--- config.mk ---
export PLATFORM = sky130hd
export DESIGN_NAME = comp_operand_sequencer
export DESIGN_NICKNAME = d
export VERILOG_FILES = /design/src/rtl/comp_operand_sequencer.sv
export SDC_FILE = /design/constraint.sdc
export NUM_CORES = 1
export LEC_CHECK = 0
export ABC_CLOCK_PERIOD_IN_PS = 3800
export CAP_MARGIN = 20
export CORE_MARGIN = 4
export CORE_UTILIZATION = 30
export DETAILED_ROUTE_END_ITERATION = 12
export GPL_TIMING_DRIVEN = 0
export PLACE_DENSITY_LB_ADDON = 0.12
export REMOVE_ABC_BUFFERS = 1
export SYNTH_ARGS = -nofsm -noshare
export SYNTH_HDL_FRONTEND = slang
export SYNTH_SLANG_ARGS = --single-unit
--- constraint.sdc ---
create_clock -name clk -period 3.8 [get_ports clk]
set_clock_uncertainty 0.05 [all_clocks]
set_input_delay 0.95 -clock clk [delete_from_list [all_inputs] [get_ports clk]]
set_output_delay 0.95 -clock clk [all_outputs]
set_load 0.01 [all_outputs]
--- src/rtl/comp_operand_sequencer.sv ---
// rtl/comp_operand_sequencer.sv - tagged operand sequencer feeding a combinational comparator
//
// Purpose:
//   Accepts tagged operand pairs over valid/ready and queues them in a small
//   FIFO. A three-state FSM pops one pair at a time. It holds the pair on the
//   registered src1/src2 outputs for one DRIVE cycle, then samples the
//   comparator's compOut at the end of that cycle. The sampled result and the
//   tag are returned over valid/ready. Results leave in FIFO order.
//
// Ports:
//   clk, rst_n                      clock, asynchronous active-low reset
//   in_valid/in_ready               operand request handshake (in_ready = !full)
//   in_src1, in_src2, in_tag        operand pair and request tag
//   src1, src2                      registered operands to the comparator
//   compOut                         comparator verdict: 00 eq, 01 gt, 10 lt
//   out_valid/out_ready             result handshake
//   out_result, out_tag             captured verdict and its tag
//   busy                            FIFO non-empty or FSM not idle
//   stats_clr, cnt_eq/gt/lt         only with COMP_SEQ_STATS_EN: saturating
//                                   per-class verdict counters, sync clear
//
// Configuration:
//   COMP_SEQ_STATS_EN  when defined, adds the verdict statistics counters.

module comp_operand_sequencer #(
  parameter int WIDTH = 32,
  parameter int DEPTH = 4,
  parameter int TAG_W = 4
) (
  input  logic             clk,
  input  logic             rst_n,
  input  logic             in_valid,
  output logic             in_ready,
  input  logic [WIDTH-1:0] in_src1,
  input  logic [WIDTH-1:0] in_src2,
  input  logic [TAG_W-1:0] in_tag,
  output logic [WIDTH-1:0] src1,
  output logic [WIDTH-1:0] src2,
  input  logic [1:0]       compOut,
  output logic             out_valid,
  input  logic             out_ready,
  output logic [1:0]       out_result,
  output logic [TAG_W-1:0] out_tag,
`ifdef COMP_SEQ_STATS_EN
  input  logic             stats_clr,
  output logic [15:0]      cnt_eq,
  output logic [15:0]      cnt_gt,
  output logic [15:0]      cnt_lt,
`endif
  output logic             busy
);

  localparam int AW = $clog2(DEPTH);
  localparam int CW = AW + 1;
  localparam int EW = 2 * WIDTH + TAG_W;
  localparam logic [CW-1:0] FULL_CNT = CW'(DEPTH);

  typedef enum logic [1:0] {
    ST_IDLE  = 2'd0,
    ST_DRIVE = 2'd1,
    ST_HOLD  = 2'd2
  } state_e;

  // ---------------------------------------------------------------------------
  // Input FIFO
  // ---------------------------------------------------------------------------
  logic [EW-1:0] mem_q [DEPTH];
  logic [AW-1:0] wr_ptr_q, wr_ptr_d;
  logic [AW-1:0] rd_ptr_q, rd_ptr_d;
  logic [CW-1:0] count_q, count_d;
  logic          fifo_empty;
  logic          fifo_full;
  logic          push;
  logic          pop;
  logic [EW-1:0] head_entry;

  assign fifo_empty = (count_q == '0);
  assign fifo_full  = (count_q == FULL_CNT);
  assign in_ready   = !fifo_full;
  assign push       = in_valid && !fifo_full;
  assign head_entry = mem_q[rd_ptr_q];

  // Storage carries no reset: emptiness is defined purely by the count, so
  // stale words left behind after a reset can never be popped.
  always_ff @(posedge clk) begin
    if (push) begin
      mem_q[wr_ptr_q] <= {in_src1, in_src2, in_tag};
    end
  end

  always_comb begin
    wr_ptr_d = wr_ptr_q;
    rd_ptr_d = rd_ptr_q;
    count_d  = count_q;
    if (push) begin
      wr_ptr_d = wr_ptr_q + AW'(1);
    end
    if (pop) begin
      rd_ptr_d = rd_ptr_q + AW'(1);
    end
    // A pop and a push in the same cycle leave the occupancy unchanged.
    unique case ({push, pop})
      2'b10:   count_d = count_q + CW'(1);
      2'b01:   count_d = count_q - CW'(1);
      default: count_d = count_q;
    endcase
  end

  always_ff @(posedge clk or negedge rst_n) begin
    if (!rst_n) begin
      wr_ptr_q <= '0;
      rd_ptr_q <= '0;
      count_q  <= '0;
    end else begin
      wr_ptr_q <= wr_ptr_d;
      rd_ptr_q <= rd_ptr_d;
      count_q  <= count_d;
    end
  end

  // ---------------------------------------------------------------------------
  // Sequencing FSM
  // ---------------------------------------------------------------------------
  state_e state_q, state_d;
  logic   capture;
  logic   retire;

  always_comb begin
    state_d = state_q;
    pop     = 1'b0;
    capture = 1'b0;
    retire  = 1'b0;
    unique case (state_q)
      ST_IDLE: begin
        if (!fifo_empty) begin
          pop     = 1'b1;
          state_d = ST_DRIVE;
        end
      end
      ST_DRIVE: begin
        // src1/src2 have been stable for a full cycle, so compOut has settled.
        capture = 1'b1;
        state_d = ST_HOLD;
      end
      ST_HOLD: begin
        if (out_ready) begin
          retire = 1'b1;
          if (!fifo_empty) begin
            pop     = 1'b1;
            state_d = ST_DRIVE;
          end else begin
            state_d = ST_IDLE;
          end
        end
      end
      default: begin
        state_d = ST_IDLE;
      end
    endcase
  end

  always_ff @(posedge clk or negedge rst_n) begin
    if (!rst_n) begin
      state_q <= ST_IDLE;
    end else begin
      state_q <= state_d;
    end
  end

  // ---------------------------------------------------------------------------
  // Operand and result registers
  // ---------------------------------------------------------------------------
  logic [WIDTH-1:0] src1_q, src2_q;
  logic [TAG_W-1:0] tag_q;
  logic             out_valid_q;
  logic [1:0]       out_result_q;
  logic [TAG_W-1:0] out_tag_q;

  // Operands keep their last values when nothing is popped, so the
  // comparator input does not toggle while the block is idle.
  always_ff @(posedge clk or negedge rst_n) begin
    if (!rst_n) begin
      src1_q <= '0;
      src2_q <= '0;
      tag_q  <= '0;
    end else if (pop) begin
      src1_q <= head_entry[EW-1 -: WIDTH];
      src2_q <= head_entry[TAG_W +: WIDTH];
      tag_q  <= head_entry[TAG_W-1:0];
    end
  end

  always_ff @(posedge clk or negedge rst_n) begin
    if (!rst_n) begin
      out_valid_q  <= 1'b0;
      out_result_q <= 2'b00;
      out_tag_q    <= '0;
    end else begin
      if (capture) begin
        out_valid_q  <= 1'b1;
        out_result_q <= compOut;
        out_tag_q    <= tag_q;
      end else if (retire) begin
        out_valid_q <= 1'b0;
      end
    end
  end

  assign src1       = src1_q;
  assign src2       = src2_q;
  assign out_valid  = out_valid_q;
  assign out_result = out_result_q;
  assign out_tag    = out_tag_q;
  assign busy       = !fifo_empty || (state_q != ST_IDLE);

  // ---------------------------------------------------------------------------
  // Optional verdict statistics
  // ---------------------------------------------------------------------------
`ifdef COMP_SEQ_STATS_EN
  logic [15:0] cnt_eq_q, cnt_gt_q, cnt_lt_q;
  logic [15:0] cnt_eq_d, cnt_gt_d, cnt_lt_d;

  // compOut=11 is not a defined verdict and lands in no bucket.
  always_comb begin
    cnt_eq_d = cnt_eq_q;
    cnt_gt_d = cnt_gt_q;
    cnt_lt_d = cnt_lt_q;
    if (stats_clr) begin
      cnt_eq_d = '0;
      cnt_gt_d = '0;
      cnt_lt_d = '0;
    end else if (capture) begin
      unique case (compOut)
        2'b00: if (cnt_eq_q != 16'hFFFF) cnt_eq_d = cnt_eq_q + 16'd1;
        2'b01: if (cnt_gt_q != 16'hFFFF) cnt_gt_d = cnt_gt_q + 16'd1;
        2'b10: if (cnt_lt_q != 16'hFFFF) cnt_lt_d = cnt_lt_q + 16'd1;
        default: begin
        end
      endcase
    end
  end

  always_ff @(posedge clk or negedge rst_n) begin
    if (!rst_n) begin
      cnt_eq_q <= '0;
      cnt_gt_q <= '0;
      cnt_lt_q <= '0;
    end else begin
      cnt_eq_q <= cnt_eq_d;
      cnt_gt_q <= cnt_gt_d;
      cnt_lt_q <= cnt_lt_d;
    end
  end

  assign cnt_eq = cnt_eq_q;
  assign cnt_gt = cnt_gt_q;
  assign cnt_lt = cnt_lt_q;
`endif

endmodule

# Word-level counts from Yosys, hierarchy flattened
# Memories as Yosys holds them, arrays and structs flattened. A register that Yosys moved wholly into a read port is not among the register bits.
# Cells that the tools add are included.
[op_classes]
addsub = 4
eq_ne = 7
n_mux = 15
reduce_logical = 11
[ops]
columns = ["operator", "n"]
rows = [
  ["2-to-1 mux 1 bit", 10],
  ["case mux 2 bit (3 select lines)", 1],
  ["case mux 3 bit (2 select lines)", 1],
  ["nonzero test 2 bit", 3],
  ["adder 2 x 1 -> 2 bit (second input constant)", 2],
  ["equality test 2 x 1 -> 1 bit (second input constant)", 2],
  ["equality test 2 bit (second input constant)", 2],
  ["2-to-1 mux 2 bit", 2],
  ["inequality test 2 bit (second input constant)", 2],
  ["adder 3 x 1 -> 3 bit (second input constant)", 1],
  ["equality test 3 bit (second input constant)", 1],
  ["logical NOT 1 bit", 3],
  ["logical NOT 3 bit", 1],
  ["subtractor 3 x 1 -> 3 bit (second input constant)", 1],
  ["logical NOT 2 bit", 1],
  ["case mux 1 bit (2 select lines)", 1],
  ["AND reduction 2 bit", 1],
  ["logical AND 1 bit", 1],
  ["logical OR 1 bit", 1],
]
[totals]
register_bits = 16
ram_bits = 272
input_bits = 74
out_inout_bits = 73
elab_cells = 45
mem_count = 1
[memory_table]
columns = ["memory", "depth", "width", "read_ports", "rd_ports_with_merged_regs", "wr", "line_no", "text"]
rows = [
  ["mem_q", 4, 68, 1, 1, 1, "67", "logic [EW-1:0] mem_q [DEPTH];"],
]

# Longest topological paths before layout
# Gate-level depths: netlist of the first run.
[depth]
word_depth = 6
depth_mapped = 9
mapped_depth_nobuf = 9

# Least setup slack after synthesis of the first run
# Ideal clock, no wire load.
[synth_path]
path_kind = "input-to-reg"
start = "input port in_valid"
end = "memory mem_q[0][0] (netlist name) (enable)"
setup_ns = 0.434
t_arrival_ns = 2.584
required_time_ns = 3.316
slack_ns = 0.732
stages = 1
path_buffers = 0
path_cell_list = "and3_1"
[synth_between]
elab_chain_cells = 3
[synth_lines]
columns = ["item", "line_no", "text"]
rows = [
  ["start, declared", "32", "input logic in_valid,"],
  ["logical AND 1 bit", "80", "assign push = in_valid && !fifo_full;"],
  ["2-to-1 mux 1 bit", "86", "if (push) begin"],
  ["2-to-1 mux 1 bit (implied by the code)", "87", "mem_q[wr_ptr_q] <= {in_src1, in_src2, in_tag};"],
  ["end, declared", "67", ""],
]
# Every way passes these cells.

# Worst setup path after layout of the first run
[layout_path]
start = "input port out_ready"
end = "register count_q[2]"
[layout_between]
elab_chain_cells = 4
word_cells_on_any_way = 6
cone_classes = "eq/ne (2); mux (3); reduce/logical (1)"
[layout_lines]
columns = ["item", "line_no", "text"]
rows = [
  ["start, declared", "41", "input logic out_ready,"],
  ["2-to-1 mux 1 bit (*)", "146", "if (out_ready) begin"],
  ["case mux 1 bit (2 select lines) (*)", "133", "unique case (state_q)"],
  ["equality test 2 x 1 -> 1 bit / equality test 2 bit (equally long branches)", "102", "unique case ({push, pop})"],
  ["case mux 3 bit (2 select lines) / nonzero test 2 bit (equally long branches)", "--", ""],
  ["end signal, assigned", "117", "count_q <= count_d;"],
  ["end, declared", "70", "logic [CW-1:0] count_q, count_d;"],
]
# Mark *: on every way between the ends. The rest lies on a longest branch, timed or not.
# A chain may end at the register's enable or synchronous reset.

==> results of run 1 <==
==> power by group through the flow <==
stage               Clock, uW  Combinational, uW  Sequential (uW)
finish                   3710               4320             5950
CTS                      3850               4470             6010
detailed placement          0               4450             6080
global route             4010               4670             6100
global placement            0               4060             6320
floorplan                   0               2260             6200
==> worst min-delay path by stage <==
stage               startpoint        end  slack [ns]  depth (start not counted)
floorplan           state_q[1]  out_valid        0.42                          1
global placement    state_q[1]  out_valid        0.43                          1
detailed placement    src2[26]   src2[26]        0.45                          1
CTS                      rst_n   src1[27]        0.38                          1
global route             rst_n   src1[27]        0.40                          1
finish                   rst_n   src1[27]        0.37                          1
==> metal layers <==
metal / track usage (%) / routed length, um / share of wire (%)
met5: 0 / 40 / 0.14
met4: 4.28 / 725 / 2.6
met3: 3.34 / 1450 / 5.2
met2: 21.1 / 14300 / 51
met1: 14.2 / 11200 / 41
==> logic make-up after synthesis <==
family,count (synthesis),share of synthesized area (%)
AO/OA/AOI/OAI,3,0.114
XOR/XNOR,6,0.399
adder cells (fa/ha/maj),6,0.628
buffers and inverters,32,1.80
flip-flops,356,78.1
multiplexers,144,18.1
AND/OR/NAND/NOR,17,0.866
==> metrics by stage <==
stage / instance area (um^2) / power [uW] / setup WS (ns)
2_1_floorplan: 12900 / 8460 / -0.211
6_report: 16700 / 14000 / 0.758
5_1_grt: 16700 / 14800 / 0.576
4_1_cts: 16700 / 14300 / 0.755
3_3_place_gp: 15100 / 10400 / -2.60
3_5_place_dp: 15500 / 10500 / 0.181
==> cell usage in the layout (no fill, tap or decap), drive strengths merged, types with 2 or more instances in the layout <==
cell	instances
edfxtp	272
clkdlybuf4s50	145
dfrtp	84
mux2	75
mux4	68
clkbuf	56
buf	13
clkinv	10
inv	9
ha	5
and3	4
xor2	4
clkinvlp	4
nor2	3
nor3	3
nand2	2
xnor2	2
o21ai	2
==> state kept, by name, summed over array words and instances (netlist names) <==
| name | count |
|---|---|
| wr_ptr_q | 2 |
| out_valid | 1 |
| out_tag | 4 |
| rd_ptr_q | 2 |
| count_q | 3 |
| src2 | 32 |
| mem_q | 272 |
| state_q | 2 |
| tag_q | 4 |
| out_result | 2 |
| src1 | 32 |
==> worst max-delay path: stages <==
cell,delay [ns]
clkdlybuf4s50_1,0.48
nor2b_1,0.09
nor3_4,0.71
ha_1,0.34
inv_1,0.07
fa_1,0.39
xor2_1,0.16
nor2_1,0.13
xor2_1,0.16
==> area by class of cell <==
type	count	area share, %
Sequential cell	356	61.4
Multi-Input combinational cell	176	15.9
Timing Repair Buffer	158	10.5
Clock buffer	56	6.88
Tap cell	585	4.37
Clock inverter	17	0.740
Inverter	7	0.157
==> run metrics, run 1 <==
status=complete, no violations; Post-DRT Antenna Nets=0; Unique masters post-synth=27; reg2reg setup slack=1.13 ns; DR pass1 iterations=4; Post-synth ARST share=23.6%; Yosys top cell by area=edfxtp_1; layout cells sized above 1=29.4%; initial antenna violation count=3; Synth Flop Type=edfxtp_1; multi-input gate area in the final layout=0.00267 mm^2; drt first-iter violations=313; RSZ-0062 raised after global routing=no; worst hold margin=0.371 ns; Hold WC Path Type=primary input to asynchronous set/reset pin; CP Max Fanout=14; Row Count=76; first-pass GRT wire length=42700 um; largest net degree at the start of global routing=48; total gr overflow=0; Fmax achieved=0.329 GHz; CP Data Arrival Time=3.46 ns; number of flops mapped to enable cells by yosys=272; Port Buf Inserts=146; Area contributors post-synth=edfxtp_1, dfrtp_1, mux4_2; Synth Area per Inst=23.3 um^2; Critical Path Source Type=primary input; cell with the most instances after synthesis=edfxtp_1; RR Endpoint=count_q[2]; Die X=217 um; Root Driver=clkbuf_16; Post-DP HPWL=16000 um; Area growth syn-to-layout=27.3%; die outline area=0.0473 mm^2; GRT Total Usage=12.0%; antenna fix cells=0; critical path class=primary input to register; worst reg2reg path depth=8; RR Startpoint=state_q[1]; Cells after Synth=564; CTS buffer count=40; Die Height=217 um; Post-CTS Setup Bufs=0; Routed WL per cell=20.5 um; fin cells=1355; Synth top area share=62.1%; Placed Cells=1282; P_int=10100 uW; Synth Register Bits=356; Reg power frac=42.6%; power per cell area=835 mW/mm^2; drt drc=0; Comb pwr share=30.9%; initial core utilization=30.5%; Final Core Density=38.8%; vias=6042; Final Hold Viols=0; Vias/cell=4.46; CP startpoint=out_ready; mapped cell area=0.0132 mm^2; final setup vio count=0; CTS sink cnt=356; area of the core=0.0432 mm^2; Slew HR=38.8%; PostCTS Resize Cnt=0; Psw=3910 uW; CTS H-tree depth=2; peak supply drop=0.375 mV; Commonest cells post-synth=edfxtp_1, dfrtp_1, mux2_2; switching share of power=28.0%; P_leak=0.00569 uW; Clk pwr share=26.5%; critical path data required time=4.22 ns; register area share after synthesis=78.1%; max-slew violations=0; FF/Latch Area=0.0103 mm^2; Final min period=3.04 ns; worst-skew pair later-pin latency=0.55 ns; period utilisation layout=80.1%; io pins=147; vias in the first global route=6917; GPL Wtd Cong=0.648; setup TNS=0 ns; Setup crit end kind=register; fill cell count=3950; nets@finish=819; MaxCap Viol Count=0; hold buffer count at cts=0; Worst setup endpoint=count_q[2]; Clock transition at path regs=0.06 ns; Worst-Margin Slew=0.915 ns; Yosys warning total=0; Post-Route WL=27800 um; CTS tree=done; clock buffer depth=3
Power figures use the tool's default switching activity.
==> run 2: changes to the inputs <==
- ABC_CLOCK_PERIOD_IN_PS: 3800 -> 3050
- clock period: 3.8 -> 3.05 ns (I/O delays scaled with it)
==> results of run 2 <==
Same layout as run 1 (identical final DEF). Status: complete, no violations.
Among the figures that moved: setup slack after placement 0.181 ns -> -0.382 ns; setup slack after layout 0.758 ns -> 0.195 ns; hold slack 0.371 ns -> 0.183 ns; register-to-register setup slack 1.13 ns -> 0.38 ns; total power 14000 uW -> 17400 uW; worst IR drop on VDD 0.375 mV -> 0.467 mV
==> run 3: changes to the inputs <==
- CAP_MARGIN: 20 -> default
- CORE_MARGIN: 4 -> default
- SKIP_LAST_GASP: default -> 1
==> run 3 against run 2 <==
Clock power increased by 4%. First-iteration DRC count decreased by 18%. Utilization increased by 0.23 points. Design area increased by 0.60%. Critical endpoint is now busy. Non-clock buffer count increased by 2. Sequential cell count unchanged. Die area decreased by 5.4%. Power increased by 1.7%. Cell count about the same. Worst setup slack improved by 0.028 ns.
==> run metrics, run 3 (same netlist as run 1, synthesis figures left out) <==
Final Hold Viols=0; Port Buf Inserts=146; CTS buffer count=40; worst-skew pair later-pin latency=0.54 ns; antenna fix cells=0; initial core utilization=30.5%; nets@finish=821; MaxCap Viol Count=0; Critical Path Source Type=register; status=complete, no violations; hold buffer count at cts=0; PostCTS Resize Cnt=0; Placed Cells=1284; period utilisation layout=92.7%; power per cell area=1050 mW/mm^2; CTS sink cnt=356; Worst-Margin Slew=0.683 ns; Final min period=2.83 ns; GRT Total Usage=12.9%; Die X=211 um; GPL Wtd Cong=0.668; Row Count=76; Fmax achieved=0.354 GHz; drt first-iter violations=256; Vias/cell=4.43; Largest Register=mem_q; clock buffer depth=3; Clock transition at path regs=0.05 ns; Post-CTS Setup Bufs=0; initial antenna violation count=3; P_leak=0.00573 uW; Die Height=211 um; first-pass GRT wire length=42200 um; CTS tree=done; max-slew violations=0; RSZ-0062 raised after global routing=no; Slew HR=54.5%; Routed WL per cell=20.1 um; Post-DRT Antenna Nets=0; Area growth syn-to-layout=28.1%; worst hold margin=0.198 ns; fin cells=1356; Final Core Density=39.0%; vias=6013; CTS H-tree depth=2; CP Data Arrival Time=2.01 ns; largest net degree at the start of global routing=47; peak supply drop=0.464 mV; layout cells sized above 1=28.7%; max reg flops=272; area of the core=0.0432 mm^2; io pins=147; Setup crit end kind=output port; die outline area=0.0447 mm^2; Post-Route WL=27300 um; most frequent cells in the layout=edfxtp_1, clkdlybuf4s50_1, dfrtp_1, mux2_2, mux4_2; critical path data required time=2.24 ns; CP Max Fanout=4; vias in the first global route=6836; DR pass1 iterations=4; total power=17700 uW; final setup vio count=0; most common cell after layout, fill and taps aside=edfxtp_1; critical path class=register to output port; Post-DP HPWL=15900 um; drt drc=0; Hold WC Path Type=primary input to asynchronous set/reset pin; Root Driver=clkbuf_16; total gr overflow=0
run 3: changes by cell type in the layout (fill, tap and decap cells not counted), moves of 2 or more:
cell	change
buf_16	+3
bufinv_16	+3
clkbuf_1	+2
clkbuf_8	-2
clkinv_1	+4
clkinv_2	-4
clkinvlp_4	-3
inv_6	-2
run 3: final timing paths:
check | from | to | slack (ns) | cells past startpoint
setup / recovery | count_q[2] | busy | 0.22 | 3
hold / removal | rst_n | src1[8] | 0.20 | 1
setup reg to reg | state_q[1] | count_q[2] | 0.70 | 9
hold reg to reg | out_result[1] | out_result[1] | 0.45 | 1
max in group asynchronous | rst_n | rd_ptr_q[1] | 2.03 | 2
min in group clk | out_result[1] | out_result[1] | 0.45 | 1
run 3: per-stage QoR:
stage,TNS [ns],setup WS [ns],area [um^2]
6_report,0,0.223,16800
5_1_grt,0,0.142,16800
4_1_cts,0,0.181,16800
3_5_place_dp,-0.101,-0.101,15500
3_3_place_gp,-1015.06,-3.31,15100
2_1_floorplan,-54.57,-0.773,12900
run 3: critical path: stages, from the launching register on:
cell,delay (ns)
dfrtp_1,0.40
nor3_2,0.40
nand2_1,0.16
clkdlybuf4s50_1,0.51
run 3: where the power goes:
group	total (uW)	internal, uW	switching [uW]
registers	7350	6670	685
logic	5580	3250	2330
clock network	4790	2920	1870
run 3: area by class of cell:
class                           count  area (um^2)
Fill cell                        3935        26300
Sequential cell                   356        10300
Multi-Input combinational cell    176         2670
Timing Repair Buffer              160         1830
Clock buffer                       56         1130
Tap cell                          585          732
Clock inverter                     16          178
Inverter                            7         26.3
run 3: per-layer routing:
metal	GRT usage (%)	up-vias	share of wire (%)
li1	-	2651	-
met3	3.65	48	6.1
met4	4.82	4	2.5
met5	0	-	0.10
met1	16.8	3174	44
met2	20.5	136	47
